**src/rtl/b01_tx_pkg.sv**
```systemverilog
// b01_tx_pkg
// Shared definitions for the b01 serial operand transmitter:
//   - tx_state_t  : transmit FSM states
//   - DEF_WIDTH   : default operand/result width
//   - DEF_RESP_LAT: default LINE-to-OUTP_REG response latency
//   - cnt_width() : width of the per-transaction cycle counters
package b01_tx_pkg;

  typedef enum logic [1:0] {
    IDLE  = 2'd0,
    SEND  = 2'd1,
    DRAIN = 2'd2,
    DONE  = 2'd3
  } tx_state_t;

  localparam int DEF_WIDTH    = 8;
  localparam int DEF_RESP_LAT = 1;

  // Counters run up to WIDTH+RESP_LAT+1 inside one transaction, so this
  // width guarantees they never wrap.
  function automatic int cnt_width(input int width, input int resp_lat);
    return $clog2(width + resp_lat + 2);
  endfunction

  localparam int CNT_W = cnt_width(DEF_WIDTH, DEF_RESP_LAT);

endpackage

```
**src/rtl/serial_capture.sv**
```systemverilog
// serial_capture
// Collects the serial result stream returned by b01 into a parallel word.
// A start pulse (the accept edge) clears the result and arms a window
// counter; samples are taken in cycles 1+RESP_LAT .. WIDTH+RESP_LAT after
// the accept edge, each one entering at the MSB so the first sample ends up
// in bit 0.
// Ports:
//   clock, reset_n : clock and synchronous active-low reset
//   start          : one-cycle pulse at the accept edge
//   outp_bit       : serial result bit (OUTP_REG)
//   ovf_bit        : overflow indication (OVERFLW_REG)
//   data           : captured result word
//   ovf            : sticky OR of ovf_bit over the window
module serial_capture
  import b01_tx_pkg::*;
#(
  parameter int WIDTH    = DEF_WIDTH,
  parameter int RESP_LAT = DEF_RESP_LAT
) (
  input  logic             clock,
  input  logic             reset_n,
  input  logic             start,
  input  logic             outp_bit,
  input  logic             ovf_bit,
  output logic [WIDTH-1:0] data,
  output logic             ovf
);

  localparam int CNT_W = cnt_width(WIDTH, RESP_LAT);
  localparam logic [CNT_W-1:0] WIN_FIRST = CNT_W'(1 + RESP_LAT);
  localparam logic [CNT_W-1:0] WIN_LAST  = CNT_W'(WIDTH + RESP_LAT);

  logic [CNT_W-1:0] win_cnt;   // cycle index since the accept edge
  logic             active;

  always_ff @(posedge clock) begin
    if (!reset_n) begin
      win_cnt <= '0;
      active  <= 1'b0;
      data    <= '0;
      ovf     <= 1'b0;
    end else if (start) begin
      // Value seen during cycle 1 after the accept edge.
      win_cnt <= CNT_W'(1);
      active  <= 1'b1;
      data    <= '0;
      ovf     <= 1'b0;
    end else if (active) begin
      if (win_cnt >= WIN_FIRST) begin
        data <= {outp_bit, data[WIDTH-1:1]};
        if (ovf_bit) begin
          ovf <= 1'b1;
        end
      end
      if (win_cnt == WIN_LAST) begin
        active  <= 1'b0;
        win_cnt <= '0;
      end else begin
        win_cnt <= win_cnt + 1'b1;
      end
    end
  end

endmodule

```
**src/rtl/b01_serial_operand_tx.sv**
```systemverilog
// b01_serial_operand_tx
// Transmit-side companion for the b01 serial compare/add FSM. Accepts an
// operand pair over valid/ready, shifts both operands LSB-first onto
// LINE1/LINE2, and captures the returned OUTP_REG/OVERFLW_REG stream.
// Ports:
//   clock, reset_n       : clock and synchronous active-low reset
//   in_valid / in_ready  : operand handshake (ready only in IDLE)
//   in_a, in_b           : operands for LINE1 / LINE2
//   LINE1, LINE2         : registered serial operand bits to b01
//   OUTP_REG, OVERFLW_REG: serial result and overflow from b01
//   res_valid            : one-cycle pulse when res_data/res_ovf are final
//   res_data, res_ovf    : captured result word and sticky overflow
//   busy                 : high whenever the FSM is not IDLE
module b01_serial_operand_tx
  import b01_tx_pkg::*;
#(
  parameter int WIDTH    = DEF_WIDTH,
  parameter int RESP_LAT = DEF_RESP_LAT
) (
  input  logic             clock,
  input  logic             reset_n,
  input  logic             in_valid,
  output logic             in_ready,
  input  logic [WIDTH-1:0] in_a,
  input  logic [WIDTH-1:0] in_b,
  output logic             LINE1,
  output logic             LINE2,
  input  logic             OUTP_REG,
  input  logic             OVERFLW_REG,
  output logic             res_valid,
  output logic [WIDTH-1:0] res_data,
  output logic             res_ovf,
  output logic             busy
);

  localparam int CNT_W = cnt_width(WIDTH, RESP_LAT);
  localparam logic [CNT_W-1:0] SEND_LAST  = CNT_W'(WIDTH);
  localparam logic [CNT_W-1:0] DRAIN_LAST = CNT_W'(WIDTH + RESP_LAT);

  tx_state_t        state;
  logic [WIDTH-1:0] shift_a;
  logic [WIDTH-1:0] shift_b;
  logic [CNT_W-1:0] bit_cnt;   // cycle index since the accept edge
  logic             start;

  assign start    = in_valid && (state == IDLE);
  assign in_ready = (state == IDLE);
  assign busy     = (state != IDLE);

  always_ff @(posedge clock) begin
    if (!reset_n) begin
      state     <= IDLE;
      shift_a   <= '0;
      shift_b   <= '0;
      bit_cnt   <= '0;
      LINE1     <= 1'b0;
      LINE2     <= 1'b0;
      res_valid <= 1'b0;
    end else begin
      case (state)
        IDLE: begin
          res_valid <= 1'b0;
          LINE1     <= 1'b0;
          LINE2     <= 1'b0;
          if (in_valid) begin
            // Bit 0 goes out straight away so it is on the line in cycle 1.
            LINE1   <= in_a[0];
            LINE2   <= in_b[0];
            shift_a <= {1'b0, in_a[WIDTH-1:1]};
            shift_b <= {1'b0, in_b[WIDTH-1:1]};
            bit_cnt <= CNT_W'(1);
            state   <= SEND;
          end
        end
        SEND: begin
          bit_cnt <= bit_cnt + 1'b1;
          if (bit_cnt == SEND_LAST) begin
            LINE1 <= 1'b0;
            LINE2 <= 1'b0;
            if (RESP_LAT == 0) begin
              state     <= DONE;
              res_valid <= 1'b1;
            end else begin
              state <= DRAIN;
            end
          end else begin
            LINE1   <= shift_a[0];
            LINE2   <= shift_b[0];
            shift_a <= {1'b0, shift_a[WIDTH-1:1]};
            shift_b <= {1'b0, shift_b[WIDTH-1:1]};
          end
        end
        DRAIN: begin
          // The capture window closes at the edge ending cycle WIDTH+RESP_LAT.
          if (bit_cnt == DRAIN_LAST) begin
            state     <= DONE;
            res_valid <= 1'b1;
          end else begin
            bit_cnt <= bit_cnt + 1'b1;
          end
        end
        DONE: begin
          res_valid <= 1'b0;
          bit_cnt   <= '0;
          state     <= IDLE;
        end
        default: begin
          state <= IDLE;
        end
      endcase
    end
  end

  serial_capture #(
    .WIDTH   (WIDTH),
    .RESP_LAT(RESP_LAT)
  ) u_capture (
    .clock   (clock),
    .reset_n (reset_n),
    .start   (start),
    .outp_bit(OUTP_REG),
    .ovf_bit (OVERFLW_REG),
    .data    (res_data),
    .ovf     (res_ovf)
  );

endmodule

```
**config.mk**
```make
export PLATFORM = sky130hd
export DESIGN_NAME = b01_serial_operand_tx
export DESIGN_NICKNAME = d
export VERILOG_FILES = /design/src/rtl/b01_tx_pkg.sv /design/src/rtl/serial_capture.sv /design/src/rtl/b01_serial_operand_tx.sv
export SDC_FILE = /design/constraint.sdc
export NUM_CORES = 1
export LEC_CHECK = 0
export CORE_ASPECT_RATIO = 1.4
export CORE_MARGIN = 3
export CORE_UTILIZATION = 38
export CTS_BUF_LIST = sky130_fd_sc_hd__clkbuf_16
export DETAILED_ROUTE_END_ITERATION = 10
export MAX_ROUTING_LAYER = met4
export PLACE_DENSITY = 0.63
export SLEW_MARGIN = 20
export SYNTH_ARGS = -nofsm -noshare
export SYNTH_HDL_FRONTEND = slang
export SYNTH_SLANG_ARGS = --single-unit
```
**constraint.sdc**
```tcl
create_clock -name clock -period 1.8 [get_ports clock]
set_input_delay 0.36 -clock clock [delete_from_list [all_inputs] [get_ports clock]]
set_output_delay 0.36 -clock clock [all_outputs]
set_load 0.02 [all_outputs]
```
==> results of run 1 <==
-- per-stage QoR --
step,cells,hold slack [ns],TNS [ns],worst slack [ns]
after global placement,281,0.4410,-0.001335,-0.001260
after global routing,289,0.4734,0,0.006939
after detailed placement,281,0.4427,-0.01991,-0.01109
after floorplan,190,0.4281,0,0.01760
final,289,0.4523,0,0.08201
after CTS,289,0.4536,0,0.06179
-- worst max-delay path by stage --
stage          cells after the start                 endpoint                   from
6_report                           4                     busy  state[0]$_SDFFE_PN0P_
2_1_floorplan                      7  shift_a[0]$_SDFFE_PN0P_  state[0]$_SDFFE_PN0P_
4_1_cts                            4                     busy  state[0]$_SDFFE_PN0P_
3_5_place_dp                       4  bit_cnt[1]$_SDFFE_PN0P_               in_valid
3_3_place_gp                       4  bit_cnt[2]$_SDFFE_PN0P_               in_valid
5_1_grt                            4                     busy  state[0]$_SDFFE_PN0P_
-- critical path, stage by stage, from the launching register on --
cell and delay (ns):
dfxtp_1 0.33, inv_1 0.08, ha_1 0.28, inv_1 0.07, dlygate4sd2_1 0.32
-- cell type report --
| class | instances | area share (%) |
|---|---|---|
| Timing Repair Buffer | 43 | 16.81 |
| Inverter | 5 | 0.7784 |
| Clock inverter | 3 | 0.7265 |
| Multi-Input combinational cell | 134 | 42.55 |
| Sequential cell | 37 | 30.72 |
| Clock buffer | 5 | 5.189 |
| Tap cell | 62 | 3.217 |
-- per-layer routing --
| layer | vias up | global-route usage, % | wire [µm] | share of wire [%] |
|---|---|---|---|---|
| met4 | 0 | 4.528 | 21 | 0.55 |
| li1 | 760 | - | - | - |
| met5 | - | - | 0 | 0 |
| met1 | 710 | 15.40 | 1668 | 44 |
| met3 | 2 | 3.812 | 189 | 5.0 |
| met2 | 40 | 26.45 | 1915 | 50 |
-- kinds of logic (layout without fill, tap and decap cells) --
| family | count (synthesis) | in the layout | synth area share (%) |
|---|---|---|---|
| AND/OR/NAND/NOR | 60 | 60 | 17.92 |
| AO/OA/AOI/OAI | 41 | 41 | 18.19 |
| flip-flops | 37 | 37 | 39.73 |
| multiplexers | 23 | 23 | 12.62 |
| buffers and inverters | 19 | 56 | 5.235 |
| adder cells (fa/ha/maj) | 8 | 8 | 5.369 |
| XOR/XNOR | 2 | 2 | 0.9398 |
-- power groups by stage --
stage          combinational (µW)  sequential, µW  clock [µW]
2_1_floorplan                1020            1180           0
3_3_place_gp                 1410            1160           0
3_5_place_dp                 1420            1170           0
4_1_cts                      1410            1150         862
5_1_grt                      1530            1180         912
6_report                     1390            1150         831
-- placed cells by master, fill, tap and decap left out, types with 3 or more instances in the layout --
master and n:
dfxtp_1 37, clkdlybuf4s50_1 32, mux2i_1 22, nand3_1 16
o211a_1 13, nand2_1 13, nor2_1 10, buf_4 9
ha_1 8, inv_1 5, a21oi_1 5, clkbuf_16 5
o21ai_0 4, nand4b_1 3, nand3b_1 3, o31ai_1 3
or3_1 3
-- state kept, by name, summed over array words and instances (netlist names) --
signal	count
u_capture.active	1
u_capture.win_cnt	4
LINE2	1
shift_b	7
state	2
u_capture.data	8
shift_a	7
bit_cnt	4
LINE1	1
u_capture.ovf	1
res_valid	1
==> results.sh, run 1 <==
export IMPL_yosysTopAreaCellShare_pct=39.73
export IMPL_portBuffers=34
export IMPL_r2r_start="state[0]$_SDFFE_PN0P_"
export IMPL_synth_top_area_cell="dfxtp_1"
export IMPL_die_h_um=88.88
export IMPL_hold_viol=0
export IMPL_yosysUniqueCellTypes=42
export IMPL_fin_crit_sh_pct=95.44
export IMPL_r2r_slack_ns=0.21
export IMPL_grt_usage_pct=14.61
export IMPL_routed_wl_mm=3.794
export IMPL_first_pass_iters=5
export IMPL_syn_inst=190
export IMPL_p_leak_uw=0.001085
export IMPL_utilization_pct=51.91
export IMPL_gp_congestion=0.7097
export IMPL_status="finished clean"
export IMPL_grt_max_degree=23
export IMPL_place_hpwl_mm=2.768
export IMPL_wl_per_cell_um=13.13
export IMPL_antenna_left=0
export IMPL_multi_input_area_mm2=0.001026
export IMPL_hold_end="shift_b[6]$_SDFFE_PN0P_"
export IMPL_postCtsHoldBufs=0
export IMPL_synth_nets=219
export IMPL_hold_depth=2
export IMPL_finalSetupViolCount=0
export IMPL_cap_violations=0
export IMPL_grt_overflow=0
export IMPL_dr_first_iter_drc_count=91
export IMPL_coreArea_mm2=0.004644
export IMPL_syn_area_per_cell_um2=9.812
export IMPL_yosysMostFrequentCell="dfxtp_1"
export IMPL_die_w_um=65.20
export IMPL_r2r_end="bit_cnt[1]$_SDFFE_PN0P_"
export IMPL_drv_slew=0
export IMPL_grt_setup_unrepaired="false"
export IMPL_pwr_share_clk_pct=24.7
export IMPL_first_global_vias=1446
export IMPL_finalPower_uw=3367
export IMPL_vias=1512
export IMPL_cts_path_max_buffers=2
export IMPL_fin_area_mm2=0.002411
export IMPL_p_comb_share_pct=41.2
export IMPL_worst_pin_slew_ns=0.5488
export IMPL_cts_clk_slew_worst_paths_ns=0.05
export IMPL_start_kind="flop"
export IMPL_p_sw_uw=1166
export IMPL_drc=0
export IMPL_ys_flop_type="dfxtp_1"
export IMPL_hold_path_class="reg -> reg"
export IMPL_ys_top_cells_by_count="dfxtp_1, mux2i_1, nand3_1, nand2_1, o211a_1"
export IMPL_rows=29
export IMPL_min_from="shift_b[6]$_SDFFE_PN0P_"
export IMPL_post_cts_buffers=0
export IMPL_area_delta_synth_final_pct=29.33
export IMPL_period_needed_ns=1.718
export IMPL_initial_core_util_pct=40.14
export IMPL_clock_sinks=37
export IMPL_placed_area_mm2=0.002271
export IMPL_h_tree_depth=2
export IMPL_slew_headroom_pct=63.41
export IMPL_grt_pass1_wl_mm=6.486
export IMPL_cts_made_buffers=5
export IMPL_synth_edff_count=0
export IMPL_ys_async_sr_fraction_pct=0
export IMPL_yosys_warnings=0
export IMPL_num_io_pins=35
export IMPL_ir_worst_vdd_v=0.0008190
export IMPL_ys_seq_elements=37
export IMPL_cts_tree="built"
export IMPL_power_switching_fraction_pct=34.64
export IMPL_cts_root_buf="clkbuf_16"
export IMPL_crit_fanout=5
export IMPL_internal_power_uw=2201
export IMPL_fin_nets=255
export IMPL_cp_required_ns=1.44
export IMPL_arrival_ns=1.36
export IMPL_pwr_share_seq_pct=34.2
export IMPL_drive_above_1_share_pct=9.251
export IMPL_end_kind="primary output"
export IMPL_diodes=0
export IMPL_grt_antenna_before_repair=0
export IMPL_clock_skew_ns=0.003240
export IMPL_yosys_top_cells_area="dfxtp_1, mux2i_1, o211a_1"
export IMPL_syn_area_mm2=0.001864
export IMPL_fmax_mhz=582.1
export IMPL_yosysSeqAreaShare_pct=39.73
export IMPL_power_density_mw_per_mm2=1396
export IMPL_insertion_delay_ns=0.27
export IMPL_cts_resized=2
export IMPL_fp_dieArea_mm2=0.005794
export IMPL_regArea_um2=740.7
export IMPL_viasPerCell=5.232
export IMPL_reg2reg_depth=5
export IMPL_fillers=470
export IMPL_worst_setup_path_type="reg -> out"
No activity file was read; power rests on OpenSTA's default activity.
==> inputs of run 2 (changes only) <==
--- a/config.mk
+++ b/config.mk
@@ -12,6 +12,7 @@
 export DETAILED_ROUTE_END_ITERATION = 10
 export MAX_ROUTING_LAYER = met4
 export PLACE_DENSITY = 0.63
+export SKIP_LAST_GASP = 1
 export SLEW_MARGIN = 20
 export SYNTH_ARGS = -nofsm -noshare
 export SYNTH_HDL_FRONTEND = slang
==> results of run 2 <==
Same layout as run 1: the final DEF is identical, and so are final timing and power.
==> inputs of run 3 (changes only) <==
--- a/config.mk
+++ b/config.mk
@@ -16,4 +16,5 @@
 export SLEW_MARGIN = 20
 export SYNTH_ARGS = -nofsm -noshare
 export SYNTH_HDL_FRONTEND = slang
+export SYNTH_HIERARCHICAL = 1
 export SYNTH_SLANG_ARGS = --single-unit
==> results.sh, run 3 <==
export IMPL_status="finished clean"
export IMPL_r2r_slack_ns=0.14
export IMPL_path_cells="inv_1, ha_2, inv_1, clkdlybuf4s15_1"
export IMPL_cts_tree="built"
export IMPL_ir_worst_vdd_v=0.001252
export IMPL_antenna_left=0
export IMPL_yosysMostFrequentCell="dfxtp_1"
export IMPL_start_kind="flop"
export IMPL_hold_path_class="reg -> reg"
export IMPL_min_from="u_capture/ovf$_SDFFE_PP0P_"
export IMPL_first_global_vias=1438
export IMPL_fp_dieArea_mm2=0.005798
export IMPL_die_w_um=65.22
export IMPL_area_delta_synth_final_pct=31.86
export IMPL_worst_pin_slew_ns=0.6470
export IMPL_initial_core_util_pct=40.17
export IMPL_arrival_ns=1.35
export IMPL_power_density_mw_per_mm2=1462
export IMPL_timing_final_ws_setup_ns=0.08929
export IMPL_placed_area_mm2=0.002295
export IMPL_p_leak_uw=0.0009645
export IMPL_syn_area_mm2=0.001866
export IMPL_cts_clk_slew_worst_paths_ns=0.05
export IMPL_internal_power_uw=2370
export IMPL_reg2reg_depth=6
export IMPL_coreArea_mm2=0.004644
export IMPL_hold_end="u_capture/ovf$_SDFFE_PP0P_"
export IMPL_p_sw_uw=1225
export IMPL_synth_edff_count=0
export IMPL_place_hpwl_mm=2.857
export IMPL_drc=0
export IMPL_die_h_um=88.90
export IMPL_rows=29
export IMPL_final_common_cell="dfxtp_1"
export IMPL_r2r_end="shift_b[0]$_SDFFE_PN0P_"
export IMPL_grt_usage_pct=15.08
export IMPL_wl_per_cell_um=13.45
export IMPL_synth_nets=220
export IMPL_yosysSeqAreaShare_pct=39.70
export IMPL_grt_setup_unrepaired="true"
export IMPL_hold_depth=2
export IMPL_cp_depth=4
export IMPL_fin_crit_sh_pct=95.04
export IMPL_syn_area_per_cell_um2=9.767
export IMPL_finalPower_uw=3595
export IMPL_cap_violations=0
export IMPL_largest_register_ffs=8
export IMPL_grt_pass1_wl_mm=6.548
export IMPL_fin_nets=258
export IMPL_path_common_cell="inv_1"
export IMPL_slew_headroom_pct=56.82
export IMPL_syn_inst=191
export IMPL_first_pass_iters=4
export IMPL_most_common_layout_cells="dfxtp_1, clkdlybuf4s50_1, mux2i_1"
export IMPL_yosysTopAreaCellShare_pct=39.70
export IMPL_period_needed_ns=1.711
export IMPL_gp_congestion=0.7508
export IMPL_synth_top_area_cell="dfxtp_1"
export IMPL_grt_overflow=0
export IMPL_worst_setup_path_type="reg -> out"
export IMPL_viasPerCell=5.161
export IMPL_crit_buf_inv=3
export IMPL_yosys_warnings=6
export IMPL_finalSetupViolCount=0
export IMPL_critPathSlowestCell="dfxtp_1"
export IMPL_crit_fanout=7
export IMPL_pwr_share_clk_pct=27.0
export IMPL_crit_family="buffers and inverters"
export IMPL_ys_seq_elements=37
export IMPL_top_regs="u_capture/data: 8 flops, shift_a: 7 flops, shift_b: 7 flops"
export IMPL_portBuffers=34
export IMPL_power_switching_fraction_pct=34.08
export IMPL_dp_slack_ns=0.07464
export IMPL_routed_wl_mm=3.928
export IMPL_clock_sinks=37
export IMPL_yosys_top_cells_area="dfxtp_1, mux2i_1, a21oi_1"
export IMPL_cp_required_ns=1.44
export IMPL_fmax_mhz=584.6
export IMPL_ys_async_sr_fraction_pct=0
export IMPL_cts_made_buffers=5
export IMPL_end_kind="primary output"
export IMPL_vias=1507
export IMPL_cts_path_max_buffers=2
export IMPL_cp_slowest_stage_delay_ns=0.38
export IMPL_fillers=481
export IMPL_ys_top_cells_by_count="dfxtp_1, mux2i_1, a21oi_1, nand2_1, nor2_1"
export IMPL_regMostFlops="u_capture/data"
export IMPL_grt_antenna_before_repair=0
export IMPL_cts_root_buf="clkbuf_16"
export IMPL_r2r_start="state[0]$_SDFFE_PN0P_"
export IMPL_p_comb_share_pct=40.4
export IMPL_ys_flop_type="dfxtp_1"
export IMPL_grt_max_degree=24
export IMPL_num_io_pins=35
export IMPL_dr_first_iter_drc_count=47
export IMPL_yosysUniqueCellTypes=40
export IMPL_fin_area_mm2=0.002460
export IMPL_drv_slew=0
export IMPL_insertion_delay_ns=0.28
export IMPL_pwr_share_seq_pct=32.5
export IMPL_diodes=0
export IMPL_hold_viol=0
export IMPL_drive_above_1_share_pct=12.61
export IMPL_clock_skew_ns=0.003754
export IMPL_h_tree_depth=2
export IMPL_holdWs_ns=0.4503
-- run 3: cell types whose count changed in the layout (fill, tap and decap cells not counted), moves of 4 or more --
cell      change
a211oi_2      +8
nand2_1       -4
nand3_1      -10
o211a_1      -12
a21oi_1      +17
-- run 3: per-stage QoR --
stage | util [%] | TNS, ns | instances
floorplan | - | 0 | 191
global placement | 49.41 | 0 | 284
detailed placement | 49.41 | 0 | 284
CTS | 52.94 | 0 | 292
global route | 52.96 | -0.02985 | 292
finish | 52.96 | 0 | 292
-- run 3: cell families (layout without fill, tap and decap cells) --
| logic type | Yosys count | count (layout) | synth area share [%] |
|---|---|---|---|
| muxes | 24 | 24 | 13.15 |
| and+or+nand+nor | 48 | 48 | 15.16 |
| buffers and inverters | 19 | 58 | 5.231 |
| AOI/OAI and AO/OA | 53 | 53 | 20.46 |
| xor gates and xnor gates | 2 | 2 | 0.9391 |
| adders and majority gates | 8 | 8 | 5.366 |
| DFF | 37 | 37 | 39.70 |
-- run 3: area by class of cell --
type	count	area, µm²	area share [%]
timing repair buffer	43	419.2	17.04
multi-input combinational	135	1030	41.86
clock inverter	3	41.29	1.679
sequential	37	740.7	30.11
clock buffer	5	125.1	5.086
inverter	7	26.28	1.068
tap	62	77.57	3.154
-- run 3: layer usage --
layer  part of all wire, %  track usage (%)  vias to the layer above
met5                     0                -                        -
met4                   1.7            5.660                        0
met3                   3.7            4.025                        5
met2                    53            26.08                       28
met1                    42            16.52                      704
li1                      -                -                      770
-- run 3: power by group through the flow --
stage | sequential, µW | clock, µW | combinational [µW]
finish | 1170 | 971 | 1450
global route | 1200 | 1030 | 1610
CTS | 1170 | 1000 | 1470
detailed placement | 1190 | 0 | 1480
global placement | 1190 | 0 | 1470
floorplan | 1180 | 0 | 1100
-- run 3: how the worst max path moves through the flow --
stage | start | slack [ns] | endpoint
2_1_floorplan | state[0]$_SDFFE_PN0P_ | 0.06 | shift_a[0]$_SDFFE_PN0P_
3_3_place_gp | state[1]$_SDFFE_PN0P_ | 0.11 | busy
3_5_place_dp | in_valid | 0.07 | shift_a[1]$_SDFFE_PN0P_
4_1_cts | state[0]$_SDFFE_PN0P_ | 0.05 | busy
5_1_grt | state[0]$_SDFFE_PN0P_ | -0.01 | in_ready
6_report | state[0]$_SDFFE_PN0P_ | 0.09 | busy
-- run 3: worst min-delay path: stages, from the launching register on --
cell and delay, ns:
dfxtp_1 0.30, inv_1 0.05, a21oi_1 0.05
-- run 3: repair_timing --
action | CTS | global route
setup endpoints to repair | 2 | 2
buffers inserted | 0 | 0
resized for setup | 2 | 1
hold buffers | 0 | 0
gates cloned | 0 | 0
